## config.mk

```make
export PLATFORM = sky130hd
export DESIGN_NAME = display_480p
export DESIGN_NICKNAME = d
export VERILOG_FILES = /design/src/rtl/display_pkg.sv /design/src/rtl/display_480p.sv
export SDC_FILE = /design/constraint.sdc
export NUM_CORES = 1
export LEC_CHECK = 0
export BUFFER_PORTS_ARGS = -buffer_cell sky130_fd_sc_hd__buf_2
export CAP_MARGIN = 30
export CORE_MARGIN = 5
export CORE_UTILIZATION = 25
export DETAILED_ROUTE_END_ITERATION = 10
export PLACE_DENSITY = 0.55
export SLEW_MARGIN = 30
export SYNTH_ARGS = -nofsm -noshare
export SYNTH_HDL_FRONTEND = slang
export SYNTH_SLANG_ARGS = --single-unit
```

## constraint.sdc

```tcl
create_clock -name clk_pix -period 2.9 [get_ports clk_pix]
set_input_delay 0.145 -clock clk_pix [delete_from_list [all_inputs] [get_ports clk_pix]]
set_output_delay 0.145 -clock clk_pix [all_outputs]
set_load 0.1 [all_outputs]
```

## src/rtl/display_pkg.sv

```systemverilog
// Timing constants for 640x480 at 60 Hz, plus sync polarity encodings and
// the coordinate width shared by the display timing block.
package display_pkg;

  localparam int COORD_W = 10;

  localparam int H_RES_480P  = 640;
  localparam int H_FP_480P   = 16;
  localparam int H_SYNC_480P = 96;
  localparam int H_BP_480P   = 48;

  localparam int V_RES_480P  = 480;
  localparam int V_FP_480P   = 10;
  localparam int V_SYNC_480P = 2;
  localparam int V_BP_480P   = 33;

  localparam logic POL_ACTIVE_LOW  = 1'b0;
  localparam logic POL_ACTIVE_HIGH = 1'b1;

endpackage

```

## src/rtl/display_480p.sv

```systemverilog
// Display timing generator: raster position counters plus registered sync,
// data-enable and line/frame strobes, all aligned to the same sx/sy.
module display_480p
  import display_pkg::*;
#(
  parameter int   H_RES  = H_RES_480P,
  parameter int   H_FP   = H_FP_480P,
  parameter int   H_SYNC = H_SYNC_480P,
  parameter int   H_BP   = H_BP_480P,
  parameter int   V_RES  = V_RES_480P,
  parameter int   V_FP   = V_FP_480P,
  parameter int   V_SYNC = V_SYNC_480P,
  parameter int   V_BP   = V_BP_480P,
  parameter logic H_POL  = POL_ACTIVE_LOW,
  parameter logic V_POL  = POL_ACTIVE_LOW
) (
  input  logic               clk_pix,
  input  logic               rst_pix,
  output logic [COORD_W-1:0] sx,
  output logic [COORD_W-1:0] sy,
  output logic               hsync,
  output logic               vsync,
  output logic               de,
  output logic               line,
  output logic               frame,
  output logic [15:0]        frame_count
);

  localparam int H_TOTAL = H_RES + H_FP + H_SYNC + H_BP;
  localparam int V_TOTAL = V_RES + V_FP + V_SYNC + V_BP;

  localparam logic [COORD_W-1:0] H_LAST   = COORD_W'(H_TOTAL - 1);
  localparam logic [COORD_W-1:0] V_LAST   = COORD_W'(V_TOTAL - 1);
  localparam logic [COORD_W-1:0] H_ACT    = COORD_W'(H_RES);
  localparam logic [COORD_W-1:0] V_ACT    = COORD_W'(V_RES);
  localparam logic [COORD_W-1:0] HS_START = COORD_W'(H_RES + H_FP);
  localparam logic [COORD_W-1:0] HS_END   = COORD_W'(H_RES + H_FP + H_SYNC);
  localparam logic [COORD_W-1:0] VS_START = COORD_W'(V_RES + V_FP);
  localparam logic [COORD_W-1:0] VS_END   = COORD_W'(V_RES + V_FP + V_SYNC);

  logic [COORD_W-1:0] sx_q, sx_d;
  logic [COORD_W-1:0] sy_q, sy_d;
  logic               hsync_q, hsync_d;
  logic               vsync_q, vsync_d;
  logic               de_q, de_d;
  logic               line_q, line_d;
  logic               frame_q, frame_d;
  logic [15:0]        frame_count_q, frame_count_d;

  // Decode every output from the next position so they land with it in one edge.
  always_comb begin
    sx_d = sx_q + 10'd1;
    sy_d = sy_q;
    if (sx_q == H_LAST) begin
      sx_d = '0;
      if (sy_q == V_LAST) begin
        sy_d = '0;
      end else begin
        sy_d = sy_q + 10'd1;
      end
    end

    hsync_d = ((sx_d >= HS_START) && (sx_d < HS_END)) ? H_POL : ~H_POL;
    vsync_d = ((sy_d >= VS_START) && (sy_d < VS_END)) ? V_POL : ~V_POL;
    de_d    = (sx_d < H_ACT) && (sy_d < V_ACT);
    line_d  = (sx_d == 10'd0);
    frame_d = (sx_d == 10'd0) && (sy_d == 10'd0);
    frame_count_d = frame_d ? (frame_count_q + 16'd1) : frame_count_q;

    // Parking at the last position makes the first post-reset edge land on (0,0).
    if (rst_pix) begin
      sx_d          = H_LAST;
      sy_d          = V_LAST;
      hsync_d       = ~H_POL;
      vsync_d       = ~V_POL;
      de_d          = 1'b0;
      line_d        = 1'b0;
      frame_d       = 1'b0;
      frame_count_d = 16'd0;
    end
  end

  always_ff @(posedge clk_pix) begin
    sx_q          <= sx_d;
    sy_q          <= sy_d;
    hsync_q       <= hsync_d;
    vsync_q       <= vsync_d;
    de_q          <= de_d;
    line_q        <= line_d;
    frame_q       <= frame_d;
    frame_count_q <= frame_count_d;
  end

  assign sx          = sx_q;
  assign sy          = sy_q;
  assign hsync       = hsync_q;
  assign vsync       = vsync_q;
  assign de          = de_q;
  assign line        = line_q;
  assign frame       = frame_q;
  assign frame_count = frame_count_q;

endmodule

```

==> impl_metrics.yaml, run 1 <==
status:
  status: "complete, no violations"
sta:
  finalHoldViolations: 0
  setup_viol: 0
  finalCritPeriodShare_pct: 94.4
  fmax_mhz: 365
  relSlewSlack_pct: 50.2
  rsz0062_at_grt: "no"
  worst_pin_slew_ns: 0.738
  min_period_ns: 2.74
  maxSlewViolCount: 0
  tns_ns: 0
  clock_skew_ns: 0.0104
  holdWs_ns: 0.393
worst_setup_path:
  r2r_cells: 9
  worstSetupPathType: "reg2reg"
  r2r_setup_slack_ns: 0.16
  arrival_ns: 2.96
  crit_path_max_incr_delay_ns: 0.57
  cp_num_buf_inv: 1
  path_cells: "ha_4, nand4_4, or4_1, o21a_1, nor3_2, nand3_2, buf_12, or4_1, a21oi_1"
  slowest_stage: "or4_1"
  cp_top_family: "simple AND/OR/NAND/NOR gates"
  required_ns: 3.12
  cp.depth: 9
  end_kind: "flip-flop"
  startpoint_type: "flip-flop"
  cpMostUsedCell: "or4_1"
  worst-path-max-fanout: 33
detailed_routing:
  drt_first_pass_iters: 4
  via_per_inst: 5.24
  drc: 0
  wl_um: 6370
  wl_per_cell_um: 14.7
  dr.first_iter.drc_count: 60
  ant_nets: 0
  routed-via-count: 2276
logic_synthesis:
  avgSynthCellArea_um2: 8.05
  postSynthCellCount: 285
  synth_async_sr_flop_share_pct: 0
  synth_top_family_by_area: "simple AND/OR/NAND/NOR gates"
  yosysWarnings: 0
  synth_ff_type: "dfxtp_1"
  ys_ff_latch: 41
  synth_xor_area_share_pct: 4.20
  synthMuxAreaShare_pct: 0
  synth.distinct_cells: 47
  syn_area_um2: 2290
  syn_nets: 291
  synth_compound_area_share_pct: 18.9
  synth_fa_ha_area_share_pct: 2.18
  ys_seq_area_share_pct: 35.8
  synth_edf_count: 0
  synthSimpleGateAreaFrac_pct: 32.9
final_layout:
  fin_nets: 328
  area_delta_synth_final_pct: 22.6
  insertedDiodeCount: 0
  fill_cells: 969
  drive_above_1_share_pct: 26.9
clock_network:
  clk_latency_ns: 0.30
  cts_hold_buf: 0
  clkSlewWorstSetupHoldPaths_ns: 0.09
  htree_num_levels: 2
  cts_resized: 1
  clk_path_buf_depth: 2
  postCtsSetupRepairBufs: 0
  root_buffer: "clkbuf_8"
  cts_inserted_buffers: 5
  cts_tree: "done"
  clock_sinks: 41
pwr:
  powerDensity_nw_per_um2: 1000
  ir_drop_mv: 0.390
  power_mw: 2.82
  leakagePower_nw: 0.968
global_routing:
  grt_max_degree: 38
  track_usage_pct: 11.4
  antenna_found_initial: 0
  grt_overflow: 0
  grt_pass1_vias: 2108
  grt_first_pass_wirelength_um: 10600
placed_design:
  routabilityCongestion: 0.817
  dp_hpwl_um: 4410
  io_buffers: 42
floorplan:
  start_util_pct: 25.2
  rows: 35
  dieArea_um2: 11200
  die_w_um: 106
  fp.dieH_um: 106
  core_area_um2: 9110
  ios: 43
hold_path:
  min_path_type: "in2reg"
  hold_depth: 2
job:
  drv_cap: 0
[synth_stat cells (2+ instances only)]
cell type / instances / area [um2]
a211oi_1: 3 / 22.5
a21oi_1: 23 / 115
a31oi_1: 2 / 12.5
and2_1: 4 / 25.0
and3_1: 4 / 25.0
and4_1: 2 / 17.5
buf_2: 7 / 35.0
clkbuf_1: 14 / 52.6
dfxtp_1: 41 / 821
ha_1: 4 / 50.1
inv_1: 10 / 37.5
nand2_1: 14 / 52.6
nand2b_1: 7 / 43.8
nand3_1: 10 / 50.1
nand3b_1: 2 / 15.0
nand4_1: 13 / 81.3
nand4bb_1: 2 / 22.5
nor2_1: 22 / 82.6
nor2b_1: 2 / 12.5
nor3_1: 10 / 50.1
nor4_1: 6 / 37.5
nor4b_1: 2 / 17.5
o211ai_1: 2 / 15.0
o21ai_0: 11 / 55.1
o21bai_1: 3 / 22.5
o31ai_1: 14 / 105
o41ai_1: 2 / 17.5
or2_2: 4 / 25.0
or3_1: 5 / 31.3
or4_1: 14 / 105
xnor2_1: 9 / 78.8
xor2_1: 2 / 17.5
[report_power, final]
| part | leakage, nW | internal [mW] | switching (mW) |
|---|---|---|---|
| Clock | 0.0374 | 0.170 | 0.219 |
| Combinational | 0.594 | 0.466 | 1.14 |
| Sequential | 0.337 | 0.670 | 0.159 |
| Total | 0.968 | 1.31 | 1.51 |
[kinds of logic (layout without fill, tap and decap cells)]
| family | Yosys count | count (layout) |
|---|---|---|
| AOI/OAI and AO/OA | 68 | 68 |
| xor gates and xnor gates | 11 | 11 |
| adders and majority gates | 4 | 4 |
| buffers and inverters | 33 | 71 |
| DFF | 41 | 41 |
| and+or+nand+nor | 128 | 128 |
[worst register-to-register path: cells and delay by family (launching register included)]
| family | cells | cell delay, ns |
|---|---|---|
| compound gates | 2 | 0.38 |
| buf+inv | 1 | 0.19 |
| fa+ha+maj | 1 | 0.17 |
| simple gates | 5 | 1.54 |
| flops | 1 | 0.39 |
[worst paths after layout]
path | endpoint | from
worst min-delay path | sy[7]$_SDFF_PP0_ | rst_pix
worst min register to register | sx[0]$_SDFF_PP1_ | sx[0]$_SDFF_PP1_
worst max-delay path | frame_count[6]$_SDFFE_PP0P_ | sx[0]$_SDFF_PP1_
worst max register to register | frame_count[6]$_SDFFE_PP0P_ | sx[0]$_SDFF_PP1_
[per-layer routing]
layer | track usage (%) | wire (um) | vias up
met5 | 0 | 0 | -
met4 | 2.78 | 63 | 0
met3 | 2.51 | 281 | 6
met2 | 17.3 | 2870 | 56
met1 | 16.4 | 3160 | 1075
li1 | - | - | 1139
[state kept, by name, summed over array words and instances, names as in the netlist]
signal,flops
sy,10
line,1
frame_count,16
vsync,1
frame,1
hsync,1
sx,10
de,1
[stage by stage]
stage | area (um2) | std cells | setup slack [ns] | utilization [%]
finish | 2810 | 434 | 0.162 | 30.9
global route | 2810 | 434 | 0.0216 | 30.9
CTS | 2810 | 434 | 0.151 | 30.9
detailed placement | 2720 | 426 | 0.0160 | 29.9
global placement | 2720 | 426 | 0.0617 | 29.9
floorplan | 2360 | 285 | 0.00206 | -
[final cells by class]
cell class / count / area [um2] / area share [%]
Clock buffer: 6 / 72.6 / 2.58
Clock inverter: 2 / 15.0 / 0.534
Inverter: 10 / 37.5 / 1.33
Multi-Input combinational cell: 211 / 1370 / 48.7
Sequential cell: 41 / 861 / 30.6
Tap cell: 111 / 139 / 4.94
Timing Repair Buffer: 53 / 318 / 11.3
[cells in the final DEF (no fill, tap or decap), drive strengths merged, types with 2 or more instances in the layout]
| master | synthesis | routed |
|---|---|---|
| buf | 9 | 53 |
| dfxtp | 41 | 41 |
| a21oi | 23 | 23 |
| nor2 | 22 | 22 |
| nand2 | 14 | 14 |
| or4 | 14 | 14 |
| o31ai | 14 | 14 |
| nand4 | 14 | 14 |
| o21ai | 11 | 11 |
| nor3 | 11 | 11 |
| nand3 | 11 | 11 |
| inv | 10 | 10 |
| xnor2 | 9 | 9 |
| nand2b | 7 | 7 |
| nor4 | 6 | 6 |
| clkbuf | 14 | 6 |
| or3 | 5 | 5 |
| and3 | 4 | 4 |
| or2 | 4 | 4 |
| and2 | 4 | 4 |
| ha | 4 | 4 |
| a211oi | 3 | 3 |
| o21bai | 3 | 3 |
| nand4bb | 2 | 2 |
| a31oi | 2 | 2 |
| nor2b | 2 | 2 |
| nand3b | 2 | 2 |
| o211ai | 2 | 2 |
| and4 | 2 | 2 |
| o41ai | 2 | 2 |
| xor2 | 2 | 2 |
| clkinvlp | 0 | 2 |
| nor4b | 2 | 2 |
(Power assumes the default switching activity.)
==> run 2: changes to the inputs <==
- ABC_AREA: default -> 1
- PLACE_DENSITY: 0.55 -> 0.54
==> impl_metrics.yaml, run 2 <==
logic_synthesis:
  yosysWarnings: 0
  synth_most_common_cell: "nand2_1"
  ys_ff_latch: 41
  syn_nets: 370
  avgSynthCellArea_um2: 6.80
  synth_async_sr_flop_share_pct: 0
  synth_common_cells: "98 x nand2_1, 41 x dfxtp_1, 40 x inv_1"
  yosys-top-cells-area: "dfxtp_1 33%, nand2_1 15%, nand4_1 6.3%"
  syn_area_um2: 2470
  synth_top_area_share_pct: 33.2
  synth_top_cell_by_area: "dfxtp_1"
  synth.distinct_cells: 33
  ys_seq_area_share_pct: 33.2
  synth_ff_type: "dfxtp_1"
  postSynthCellCount: 364
  synth_edf_count: 0
placed_design:
  preCtsSetupSlack_ns: 0.482
  routabilityCongestion: 0.840
  placed_area_um2: 2780
  dp_hpwl_um: 4850
  io_buffers: 42
worst_setup_path:
  cp_top_family: "simple AND/OR/NAND/NOR gates"
  arrival_ns: 2.60
  required_ns: 3.07
  path_cells: "ha_1, nand2_2, nor2_4, nand2_1, nor2_4, nand2_1, a21oi_4, nand3_4, nand2_1, a21oi_1"
  startpoint_type: "flip-flop"
  slowest_stage: "a21oi_4"
  worst-path-max-fanout: 16
  reg2reg_to: "frame_count[6]$_SDFFE_PP0P_"
  r2r_setup_slack_ns: 0.47
  worstReg2RegStart: "sx[0]$_SDFF_PP1_"
  r2r_cells: 10
  cpMostUsedCell: "nand2_1"
  end_kind: "flip-flop"
  crit_path_max_incr_delay_ns: 0.46
  cp_num_buf_inv: 0
  worstSetupPathType: "reg2reg"
floorplan:
  die_w_um: 109
  start_util_pct: 25.4
  rows: 36
  fp.dieH_um: 109
  core_area_um2: 9730
  dieArea_um2: 12000
  ios: 43
final_layout:
  largest_reg_flops: 16
  fin_nets: 408
  final_common_cell: "nand2_1"
  stdcell_area_um2: 2880
  insertedDiodeCount: 0
  drive_above_1_share_pct: 18.6
  area_delta_synth_final_pct: 16.3
  regArea_um2: 821
  final_cell_mix: "98 x nand2_1, 42 x buf_2, 41 x dfxtp_1, 40 x inv_1, 39 x nor2_1"
  fill_cells: 1097
  multi_input_area_um2: 1420
pwr:
  leakagePower_nw: 1.37
  powerDensity_nw_per_um2: 1020
  power_mw: 2.93
  ir_drop_mv: 0.657
detailed_routing:
  routed-via-count: 2421
  ant_nets: 0
  wl_um: 6460
  wl_per_cell_um: 12.0
  drc: 0
  via_per_inst: 4.52
  dr.first_iter.drc_count: 164
  drt_first_pass_iters: 4
global_routing:
  antenna_found_initial: 0
  track_usage_pct: 11.6
  grt_pass1_vias: 2332
  grt_max_degree: 29
  grt_overflow: 0
  grt_first_pass_wirelength_um: 11100
clock_network:
  htree_num_levels: 2
  clk_path_buf_depth: 2
  cts_tree: "done"
  clk_latency_ns: 0.30
  clock_sinks: 41
  postCtsSetupRepairBufs: 0
  cts_inserted_buffers: 5
  root_buffer: "clkbuf_8"
  clkSlewWorstSetupHoldPaths_ns: 0.09
  cts_hold_buf: 0
  cts_resized: 0
sta:
  finalCritPeriodShare_pct: 83.8
  setup_viol: 0
  rsz0062_at_grt: "no"
  maxSlewViolCount: 0
  finalHoldViolations: 0
  fin_ws_ns: 0.469
  min_period_ns: 2.43
  holdWs_ns: 0.309
  tns_ns: 0
  fmax_mhz: 411
  relSlewSlack_pct: 64.2
  clock_skew_ns: 0.00746
  worst_pin_slew_ns: 0.537
hold_path:
  hold_depth: 2
  min_to: "sy[5]$_SDFF_PP0_"
  hold_path.startpoint: "rst_pix"
  min_path_type: "in2reg"
status:
  status: "complete, no violations"
job:
  drv_cap: 0
run 2: cell families after synthesis:
group | synth area share, %
adders and majority gates | 2.02
and+or+nand+nor | 43.5
DFF | 33.2
xor gates and xnor gates | 5.31
AOI/OAI and AO/OA | 6.47
buffers and inverters | 9.50
run 2: metal layers:
layer  vias to the layer above  track usage, %  part of all wire, %  wire, um
met5                         -               0                    0         0
met3                        15            2.99                  5.0       324
met1                      1099            15.0                   47      3050
met2                        50            18.0                   45      2900
li1                       1257               -                    -         -
met4                         0            5.16                  2.8       179
run 2: layout make-up:
cell class / count / area share, %
multi-input combinational: 269 / 49.3
sequential: 41 / 28.5
timing repair buffer: 42 / 7.30
tap: 133 / 5.78
inverter: 43 / 5.61
clock buffer: 7 / 3.35
clock inverter: 1 / 0.174
run 2: how the worst max path moves through the flow:
stage | start | end | slack, ns | cells after the start
floorplan | sx[0]$_SDFF_PP1_ | frame_count[10]$_SDFFE_PP0P_ | 0.06 | 14
finish | sx[0]$_SDFF_PP1_ | frame_count[6]$_SDFFE_PP0P_ | 0.47 | 10
CTS | sx[0]$_SDFF_PP1_ | frame_count[6]$_SDFFE_PP0P_ | 0.47 | 10
detailed placement | sx[0]$_SDFF_PP1_ | frame_count[3]$_SDFFE_PP0P_ | 0.48 | 10
global route | sx[0]$_SDFF_PP1_ | frame_count[2]$_SDFFE_PP0P_ | 0.23 | 10
global placement | sx[0]$_SDFF_PP1_ | frame_count[13]$_SDFFE_PP0P_ | 0.57 | 10
run 2: per-stage QoR:
step,utilization (%),instances
floorplan,-,364
global placement,28.5,528
detailed placement,28.5,528
CTS,29.6,536
global route,29.6,536
finish,29.6,536
run 2: power by group:
group,switching [mW],total (mW),leakage [nW],internal [mW]
Sequential,0.107,0.759,0.333,0.652
Clock,0.211,0.427,0.0542,0.216
Combinational,1.40,1.75,0.980,0.345
